### config.mk
export PLATFORM = sky130hd
export DESIGN_NAME = rr_mux_arbiter_4
export DESIGN_NICKNAME = d
export VERILOG_FILES = /design/src/rtl/rr_mux_arbiter_4.sv
export SDC_FILE = /design/constraint.sdc
export NUM_CORES = 1
export LEC_CHECK = 0
export BUFFER_PORTS_ARGS = -buffer_cell sky130_fd_sc_hd__buf_2
export CORE_UTILIZATION = 30
export CTS_BUF_LIST = sky130_fd_sc_hd__clkbuf_8
export DETAILED_ROUTE_END_ITERATION = 7
export HOLD_SLACK_MARGIN = 0.02
export PLACE_DENSITY_LB_ADDON = 0.3
export SLEW_MARGIN = 20
export SYNTH_ARGS = -nofsm -noshare
export SYNTH_HDL_FRONTEND = slang
export SYNTH_SLANG_ARGS = --single-unit
### constraint.sdc
create_clock -name clk_i -period 5.66 [get_ports clk_i]
set_clock_uncertainty 0.15 [all_clocks]
set_input_delay 1.415 -clock clk_i [delete_from_list [all_inputs] [get_ports clk_i]]
set_output_delay 1.415 -clock clk_i [all_outputs]
set_load 0.05 [all_outputs]
### src/rtl/rr_mux_arbiter_4.sv
// Round-robin arbiter sharing one downstream valid/ready port among four requesters.
// Grants are registered and held for up to MAX_BEATS beats or until the owner drops its request.
module rr_mux_arbiter_4 #(
  parameter int DATA_WIDTH = 32,
  parameter int MAX_BEATS  = 4
) (
  input  logic                  clk_i,
  input  logic                  rst_i,
  input  logic [3:0]            req_i,
  input  logic [DATA_WIDTH-1:0] data0_i,
  input  logic [DATA_WIDTH-1:0] data1_i,
  input  logic [DATA_WIDTH-1:0] data2_i,
  input  logic [DATA_WIDTH-1:0] data3_i,
  output logic [3:0]            ack_o,
  output logic [DATA_WIDTH-1:0] data_o,
  output logic                  valid_o,
  input  logic                  ready_i,
  output logic [1:0]            select_o,
  output logic [3:0]            grant_o,
  output logic                  busy_o
);

  typedef enum logic {IDLE, GRANT} state_t;

  localparam logic [7:0] MAX_B = 8'(MAX_BEATS);

  state_t                state_q, state_d;
  logic [1:0]            select_q, select_d;
  logic [1:0]            ptr_q, ptr_d;
  logic [3:0]            grant_q, grant_d;
  logic [7:0]            cnt_q, cnt_d;
  logic [3:0]            rot_req;
  logic [1:0]            offset;
  logic [1:0]            winner;
  logic                  beat;
  logic [DATA_WIDTH-1:0] data_arr [4];

  assign data_arr[0] = data0_i;
  assign data_arr[1] = data1_i;
  assign data_arr[2] = data2_i;
  assign data_arr[3] = data3_i;

  assign data_o   = data_arr[select_q];
  assign valid_o  = (state_q == GRANT) & req_i[select_q];
  assign ack_o    = grant_q & {4{ready_i}};
  assign select_o = select_q;
  assign grant_o  = grant_q;
  assign busy_o   = (state_q == GRANT);
  assign beat     = valid_o & ready_i;

  // rot_req[i] is the request sitting i+1 places after the last-granted pointer
  genvar gi;
  generate
    for (gi = 0; gi < 4; gi++) begin : g_rot
      assign rot_req[gi] = req_i[ptr_q + 2'(gi + 1)];
    end
  endgenerate

  always_comb begin
    offset = 2'd3;
    for (int i = 3; i >= 0; i--) begin
      if (rot_req[i]) offset = 2'(i);
    end
    winner = ptr_q + offset + 2'd1;
  end

  always_comb begin
    state_d  = state_q;
    select_d = select_q;
    ptr_d    = ptr_q;
    grant_d  = grant_q;
    cnt_d    = cnt_q;
    case (state_q)
      IDLE: begin
        if (|req_i) begin
          state_d  = GRANT;
          select_d = winner;
          grant_d  = 4'b0001 << winner;
          cnt_d    = 8'd0;
        end
      end
      GRANT: begin
        if (!req_i[select_q] || (beat && (cnt_q + 8'd1 == MAX_B))) begin
          state_d = IDLE;
          grant_d = 4'b0000;
          ptr_d   = select_q;
          cnt_d   = 8'd0;
        end else if (beat) begin
          cnt_d = cnt_q + 8'd1;
        end
      end
      default: state_d = IDLE;
    endcase
  end

  always_ff @(posedge clk_i) begin
    if (rst_i) begin
      state_q  <= IDLE;
      select_q <= 2'd0;
      ptr_q    <= 2'd3;
      grant_q  <= 4'b0000;
      cnt_q    <= 8'd0;
    end else begin
      state_q  <= state_d;
      select_q <= select_d;
      ptr_q    <= ptr_d;
      grant_q  <= grant_d;
      cnt_q    <= cnt_d;
    end
  end

endmodule

==> results of run 1 <==
## area by class of cell
class / count / area share [%]
antenna: 2 / 0.177
clock buffer: 3 / 1.46
inverter: 10 / 1.33
clock inverter: 1 / 0.177
timing repair buffer: 180 / 32.0
multi-input combinational: 139 / 49.4
tap: 75 / 3.32
sequential: 17 / 12.1
## cell families after synthesis
kind of cell               Yosys count
AOI/OAI and AO/OA                   36
xor gates and xnor gates             4
muxes                               34
and+or+nand+nor                     62
DFF                                 17
adders and majority gates            3
buffers and inverters               24
## power breakdown
part	leakage [nW]	total (mW)	switching (mW)	internal, mW
clock	0.0255	0.0939	0.0450	0.0489
combinational	1.17	0.584	0.389	0.195
sequential	0.139	0.159	0.0276	0.132
## worst paths after layout
path / start / to / cells past startpoint
setup / recovery: req_i[3] / valid_o / 4
hold / removal: grant_o[1]$_SDFFE_PP0P_ / grant_o[1]$_SDFFE_PP0P_ / 2
setup reg to reg: select_o[1]$_SDFFE_PP0P_ / cnt_q[3]$_SDFFE_PP0P_ / 6
hold reg to reg: grant_o[1]$_SDFFE_PP0P_ / grant_o[1]$_SDFFE_PP0P_ / 2
## stage by stage
stage	hold WS (ns)	instance area (sq um)	setup slack (ns)	power, mW	cells
6_report	0.342	2830	1.57	0.837	427
5_1_grt	0.366	2830	1.53	0.878	427
4_1_cts	0.337	2820	1.56	0.846	425
3_5_place_dp	0.324	2780	1.57	0.750	421
3_3_place_gp	0.320	2780	1.58	0.745	421
2_1_floorplan	0.327	1840	1.93	0.598	180
## registers in the layout (all words and copies together), names as in the netlist
register / flops
select_o: 2
ptr_q: 2
busy_o: 1
grant_o: 4
cnt_q: 8
## per-layer routing
| metal | part of all wire (%) | wire length [um] |
|---|---|---|
| met1 | 37 | 2790 |
| met4 | 0.64 | 48 |
| met5 | 0 | 0 |
| met3 | 7.2 | 541 |
| met2 | 55 | 4090 |
## worst min-delay path: cells and delay by family (launching register included)
| kind | cells | cell delay (ns) |
|---|---|---|
| buffers and inverters | 1 | 0.06 |
| AO/OA/AOI/OAI | 1 | 0.07 |
| flip-flops | 1 | 0.32 |
## Yosys cell counts (2+ instances only)
library cell	number	area share (%)
xnor2_1	3	1.4
ha_1	3	2.0
and3_1	3	1.0
a31oi_1	4	1.4
o21ai_0	6	1.6
dfxtp_1	17	18
clkbuf_1	6	1.2
a211oi_1	4	1.6
nand3_1	5	1.4
inv_1	10	2.0
mux4_2	33	40
nor2b_1	3	1.0
buf_2	7	1.9
nand4_1	5	1.7
a21oi_1	6	1.6
a311oi_1	2	0.95
nor2_1	21	4.3
o22ai_1	2	0.68
nand2b_1	4	1.4
o21ai_1	2	0.54
nand2_1	8	1.6
nor3_1	4	1.1
==> metrics.txt, run 1 <==
most frequent CP cell buf_2; global route overflow 0; simple logic cell fraction of the synthesized area 17.2%; max-cap viol count 0; largest net degree at the start of global routing 27; Clock Latency Late Sink 0.26 ns; hold_buf cts 0; ANT nets after route 0; Slew Limit Fails 0; Final TNS setup 0 ns; Hold WC Path Type flip-flop to flip-flop; nets@finish about 490; die height 80.4 um; clk buf depth 2; vias in the first global route about 2k; Required @ worst endpoint 4.09 ns; initial antenna violation count 2; Synth Area in Adders ~2%; 1st-iter DRT viols approximately 120; register area share after synthesis 18.5%; post-synthesis async set-or-reset flop share 0%; area of the multi-input gates 0.00140 sq mm; storage element area ~340 sq um; area of the mapped netlist approximately 0.0018 sq mm; met2 global-route usage 40.1%; Layout area overhead 53.4%; GRT Total Usage approximately 22%; via count between 2k and 2.5k; CTS H-tree lvls 1; clk root buf clkbuf_8; RD Place Congestion slightly below 0.8; Power Density between 200 and 300 mW/mm^2; first-pass GRT wire length 10.4 mm; Fillers approximately 590; Initial DRT Pass Iterations 4; WP data arrival between 2 and 3 ns; WL final between 7 and 8 mm; FF-to-FF setup slack 3.08 ns; unrepaired setup endpoints after global routing false; io pins ~180; status finished clean; Post-CTS Setup Bufs 0; Worst Tran Pin Value approximately 0.57 ns; Crit Path Max Fanout 7; synthesis-stage register bit count 17; GR Util met1 about 26%; post-DP HPWL between 6 and 7 mm; gr busiest metal met2; peak supply drop about 0.00017 V; CP Capture Type output pin; sum of buffers and inverters on the critical path 2; synth warn 0; multiplexer share of the synthesized area between 40% and 50%; crit path launch type input port; Slowest cell on crit path mux4_2; post-layout util about 48%; layout cells sized above 1 between 60 and 70%; Die ar. between 0.006 and 0.007 sq mm; Lkg Pwr 1.34 nW; DR WL/cell approximately 17 um; met3 usage 2.61%; Hold Fails Final Rpt 0; Final min period just over 4 ns; Placeable Area ~0.006 sq mm; Mapped Cells 180; Synth Area per Inst a little over 10 sq um; number of synthesized flops with an enable pin 0; clk sink count 17; post-cts sizing count 0; Die W 80.4 um; DR vias/cell ~5.2; Synth Flop Type dfxtp_1; commonest non-fill, non-tap cell in the layout buf_2; critical path class input port to output pin; final setup vio count 0; I/O Buffers between 150 and 200; f_max 244 MHz; initial core utilization a little under a third; Clk pin slew, worst setup/hold paths around 0.070 ns; cts bufs inserted 3; slowest stage delay, CP ~0.56 ns; Core Rows 28; most frequent cells in the layout 178 x buf_2, 33 x mux4_2, 21 x nor2_1; cell family with most CP delay multiplexers; fin crit share between 70 and 80%; Synth Area in Compound Gates 13.7%; cells along the critical path buf_2, mux4_2, and2_4, buf_2; XOR/XNOR share of the synthesized area around 1.9%; DR DRC count 0; syn nets approximately 320; Max-slew headroom about three fifths; distinct cell type count after synthesis 44; largest family of logic cells by synthesized area multiplexers; CTS tree done
No activity file was read; power rests on OpenSTA's default activity.
==> run 2, diff against run 1 <==
==> constraint.sdc (replaced) <==
create_clock -name clk_i -period 3.49 [get_ports clk_i]
set_clock_uncertainty 0.15 [all_clocks]
set_input_delay 0.8725 -clock clk_i [delete_from_list [all_inputs] [get_ports clk_i]]
set_output_delay 0.8725 -clock clk_i [all_outputs]
set_load 0.05 [all_outputs]
==> run 2 against run 1 <==
  * Register-to-register slack got worse by 1.9 ns
  * Via count rose by 0.41%
  * Total power rose by 62%
  * Final cell count rose by 0.23%
  * Count of clock-buffer cells in the layout did not move
  * Combinational power rose by 65%
  * Critical path depth did not move
  * Die area did not move
==> metrics.txt, run 2 (synthesized netlist as in run 1, its figures left out) <==
status finished clean; Slowest cell on crit path mux4_2; Hold Fails Final Rpt 0 (unchanged); Max-slew headroom 68.7% (+6.7 points); 1st-iter DRT viols 76 (-35%); Core Rows 28 (unchanged); clk sink count 17 (unchanged); DR DRC count 0 (unchanged); Power Density 478 mW/mm^2 (+61%); WP data arrival 1.99 ns (-0.54 ns); nets@finish 490 (+0.20%); Initial DRT Pass Iterations 4 (unchanged); via count 2218 (+0.41%); first-pass GRT wire length 9.85 mm (-5.1%); Final TNS setup 0 ns (unchanged); GRT Total Usage 20.5% (-1.2 points); f_max 332 MHz; Power, Total 1.36 mW (+62%); hold_buf cts 0 (unchanged); CTS tree done; Post-CTS Setup Bufs 0 (unchanged); Slew Limit Fails 0 (unchanged); cells along the critical path buf_2, mux4_2, and2_4, buf_2; global route overflow 0 (unchanged); Required @ worst endpoint 2.47 ns (-1.62 ns); Final min period slightly above 3 ns; Hold WC Path Type flip-flop to flip-flop; die height 80.4 um (unchanged); largest net degree at the start of global routing 26 (-3.7%); post-cts sizing count 0 (unchanged); Layout area overhead 54.4%; most frequent cells in the layout 178 x buf_2, 33 x mux4_2, 21 x nor2_1; final setup vio count 0 (unchanged); slowest stage delay, CP 0.56 ns (about the same); cell family with most CP delay multiplexers; setup ws final 0.475 ns (-1.09 ns); vias in the first global route 1934 (-2.2%); CP Capture Type output pin; clk root buf clkbuf_8; Placeable Area 0.00592 sq mm (unchanged); Die ar. 0.00646 sq mm (unchanged); most frequent CP cell buf_2; Clk pin slew, worst setup/hold paths 0.06 ns (about the same); fin crit share between 80 and 90%; critical path class input port to output pin; post-DP HPWL 6.12 mm (-3.0%); layout cells sized above 1 64.1% (-0.18 points); CTS H-tree lvls 1 (unchanged); RD Place Congestion 0.789 (+0.38%); sum of buffers and inverters on the critical path 2 (unchanged); clk buf depth 2 (unchanged); io pins 179 (unchanged); unrepaired setup endpoints after global routing false; crit path launch type input port; Most flops, register cnt_q; I/O Buffers 178 (unchanged); peak supply drop 0.000324 V (+91%); cts bufs inserted 3 (unchanged); Placement Setup Slack 0.484 ns (-1.09 ns); Die W 80.4 um (unchanged); Crit Path Max Fanout 7 (unchanged); DR vias/cell 5.18 (+0.17%); Worst Tran Pin Value 0.469 ns (-0.101 ns); max-cap viol count 0 (unchanged); initial antenna violation count 2 (unchanged); initial core utilization 31.1% (unchanged); ANT nets after route 0 (unchanged); post-layout util 48.1% (+0.32 points); Lkg Pwr 1.35 nW (+0.76%); DR WL/cell 16.9 um (-3.1%); WL final 7.25 mm (-2.9%); max FFs per register 8 (unchanged); Clock Latency Late Sink 0.25 ns (about the same); commonest non-fill, non-tap cell in the layout buf_2
[run 2: cell types whose count changed in the layout (fill, tap and decap cells not counted)]
cell      delta
buf_12       +1
clkinv_2     -1
inv_1        +1
[run 2: metrics by stage]
step                std cells  hold WS (ns)  instance area [sq um]
floorplan                 180         0.327                   1840
global placement          422         0.319                   2800
detailed placement        422         0.324                   2800
CTS                       426         0.341                   2840
global route              428         0.367                   2850
finish                    428         0.340                   2850
[run 2: where the power goes]
| group | switching, mW | total, mW | internal [mW] |
|---|---|---|---|
| clock network | 0.0689 | 0.147 | 0.0781 |
| logic | 0.640 | 0.965 | 0.325 |
| registers | 0.0329 | 0.247 | 0.214 |
| total | 0.742 | 1.36 | 0.617 |
[run 2: tightest hold or removal path: cells and delay by family (launching register included)]
| kind | cells | cell delay [ns] |
|---|---|---|
| flip-flops | 1 | 0.31 |
| buffers and inverters | 1 | 0.07 |
| AO/OA/AOI/OAI | 1 | 0.07 |
[run 2: area by class of cell]
cell class / instances / area, sq um
Fill cell: 575 / 3080
Multi-Input combinational cell: 139 / 1400
Timing Repair Buffer: 181 / 926
Sequential cell: 17 / 342
Tap cell: 75 / 93.8
Clock buffer: 3 / 41.3
Inverter: 10 / 37.5
Antenna cell: 2 / 5.00
Clock inverter: 1 / 3.75
[run 2: worst paths after layout]
check | slack [ns] | startpoint | cells past startpoint | endpoint
setup / recovery | 0.47 | req_i[3] | 4 | valid_o
setup reg to reg | 1.15 | select_o[0]$_SDFFE_PP0P_ | 5 | cnt_q[3]$_SDFFE_PP0P_
hold / removal | 0.34 | grant_o[0]$_SDFFE_PP0P_ | 2 | grant_o[0]$_SDFFE_PP0P_
hold reg to reg | 0.34 | grant_o[0]$_SDFFE_PP0P_ | 2 | grant_o[0]$_SDFFE_PP0P_
[run 2: metal layers]
metal	part of all wire [%]	GRT usage (%)	vias up	wire (um)
li1	-	-	1058	-
met1	38	23.9	1059	2740
met2	54	38.1	97	3890
met3	7.1	2.39	4	514
met4	1.4	6.96	0	101
met5	0	0	-	0
==> run 3, diff against run 2 <==
==> constraint.sdc (replaced) <==
create_clock -name clk_i -period 2.8 [get_ports clk_i]
set_clock_uncertainty 0.15 [all_clocks]
set_input_delay 0.7 -clock clk_i [delete_from_list [all_inputs] [get_ports clk_i]]
set_output_delay 0.7 -clock clk_i [all_outputs]
set_load 0.05 [all_outputs]
==> run 3 against run 2 <==
  * Setup slack worse by 0.34 ns
  * Highest routed layer unchanged
  * First-iteration DRC count is 3.9% higher
  * Sequential cell count stayed put
  * Sequential share of layout area is 0.37 points lower
  * Hold slack worse by 0.0048 ns
  * Final area is 3.2% higher
  * Final cell count is 0.47% higher
  * Largest power group unchanged
  * Register-to-register slack worse by 0.61 ns
==> metrics.txt, run 3 (synthesized netlist as in run 1, its figures left out) <==
die height 80.4 um (unchanged); via count 2247 (+1.3%); 1st-iter DRT viols 79 (+3.9%); Lkg Pwr 1.38 nW (+2.8%); max FFs per register 8 (unchanged); Initial DRT Pass Iterations 4 (unchanged); CP startpoint req_i[3]; global route overflow 0 (unchanged); Die W 80.4 um (unchanged); FF-to-FF Start cnt_q[0]$_SDFFE_PP0P_; Layout Cells excl Fill 430 (+0.47%); first-pass GRT wire length 10.1 mm (+2.1%); cts bufs inserted 3 (unchanged); Post-CTS Setup Bufs 0 (unchanged); peak supply drop 0.000481 V (+49%); RD Place Congestion 0.810 (+2.7%); post-DP HPWL 6.34 mm (+3.7%); WP data arrival 1.82 ns (-0.17 ns); Slew Limit Fails 0 (unchanged); post-cts sizing count 0 (unchanged); WL final 7.36 mm (+1.4%); DR WL/cell 17.1 um (+0.96%); layout cells sized above 1 64.3% (+0.20 points); Inst Count DP 424 (+0.47%); post-layout util 49.6% (+1.5 points); Layout area overhead 59.3%; Crit Path Max Fanout 7 (unchanged); initial antenna violation count 2 (unchanged); clk sink count 17 (unchanged); unrepaired setup endpoints after global routing false; Max-slew headroom 69.6% (+0.87 points); hold_buf cts 0 (unchanged); GRT Total Usage 21.2% (+0.73 points); crit path launch type input port; final setup vio count 0 (unchanged); Die ar. 0.00646 sq mm (unchanged); clk root buf clkbuf_8; Clk pin slew, worst setup/hold paths 0.07 ns (about the same); most frequent cells in the layout 173 x buf_2, 33 x mux4_2, 21 x nor2_1; critical path class input port to output pin; Worst Tran Pin Value 0.456 ns (-0.0131 ns); vias in the first global route 1974 (+2.1%); Core Rows 28 (unchanged); clk buf depth 2 (unchanged); Most flops, register cnt_q; f_max about 380 MHz; WHS 0.335 ns (-0.00482 ns); initial core utilization 31.1% (unchanged); largest net degree at the start of global routing 25 (-3.8%); fin crit share 95.2%; Final min period roughly 2.7 ns; status finished clean; Final TNS setup 0 ns (unchanged); ANT nets after route 0 (unchanged); I/O Buffers 178 (unchanged); CTS H-tree lvls 1 (unchanged); Power, Total 1.78 mW (+31%); nets@finish 492 (+0.41%); hold_sp grant_o[1]$_SDFFE_PP0P_; Clock Latency Late Sink 0.25 ns (about the same); Power Density 605 mW/mm^2 (+27%); CTS tree done; Required @ worst endpoint 1.95 ns (-0.52 ns); commonest non-fill, non-tap cell in the layout buf_2; max-cap viol count 0 (unchanged); CP Capture Type output pin; DR vias/cell 5.23 (+0.84%); Placeable Area 0.00592 sq mm (unchanged); io pins 179 (unchanged); Hold WC Path Type flip-flop to flip-flop; Hold Fails Final Rpt 0 (unchanged); DR DRC count 0 (unchanged)
run 3: cell types whose count changed in the layout (fill, tap and decap cells not counted), sizes merged:
cell / change
buf: +2
run 3: power by group:
group          switching [mW]  internal (mW)  leakage (nW)  total [mW]
Clock                  0.0833         0.0972        0.0269       0.180
Combinational           0.826          0.474          1.22        1.30
Sequential             0.0283          0.266         0.139       0.295
Total                   0.938          0.838          1.38        1.78
run 3: through the flow:
stage               setup WS (ns)  area [sq um]
global placement            0.152          2890
finish                      0.134          2940
detailed placement          0.146          2890
CTS                         0.139          2930
global route                0.103          2940
floorplan                   0.123          1840
run 3: worst paths after layout:
path	endpoint	slack, ns	cells after the start
hold / removal	grant_o[1]$_SDFFE_PP0P_	0.34	2
setup / recovery	valid_o	0.13	4
setup reg to reg	cnt_q[6]$_SDFFE_PP0P_	0.54	7
hold reg to reg	grant_o[1]$_SDFFE_PP0P_	0.34	2
run 3: final cells by class:
class | instances | area [sq um]
Inverter | 10 | 37.5
Fill cell | 568 | 2990
Tap cell | 75 | 93.8
Timing Repair Buffer | 183 | 1020
Clock buffer | 3 | 41.3
Multi-Input combinational cell | 139 | 1400
Antenna cell | 2 | 5.00
Clock inverter | 1 | 3.75
Sequential cell | 17 | 342
run 3: critical path, stage by stage:
cell	delay, ns
buf_2	0.13
mux4_2	0.56
and2_4	0.21
buf_2	0.21
run 3: layer usage:
layer	track usage [%]	up-vias	share of wire [%]	routed length, um
met3	2.95	8	7.3	539
met2	38.8	101	54	3970
met4	8.39	0	2.7	197
met5	0	-	0	0
met1	24.5	1079	36	2650
li1	-	1059	-	-
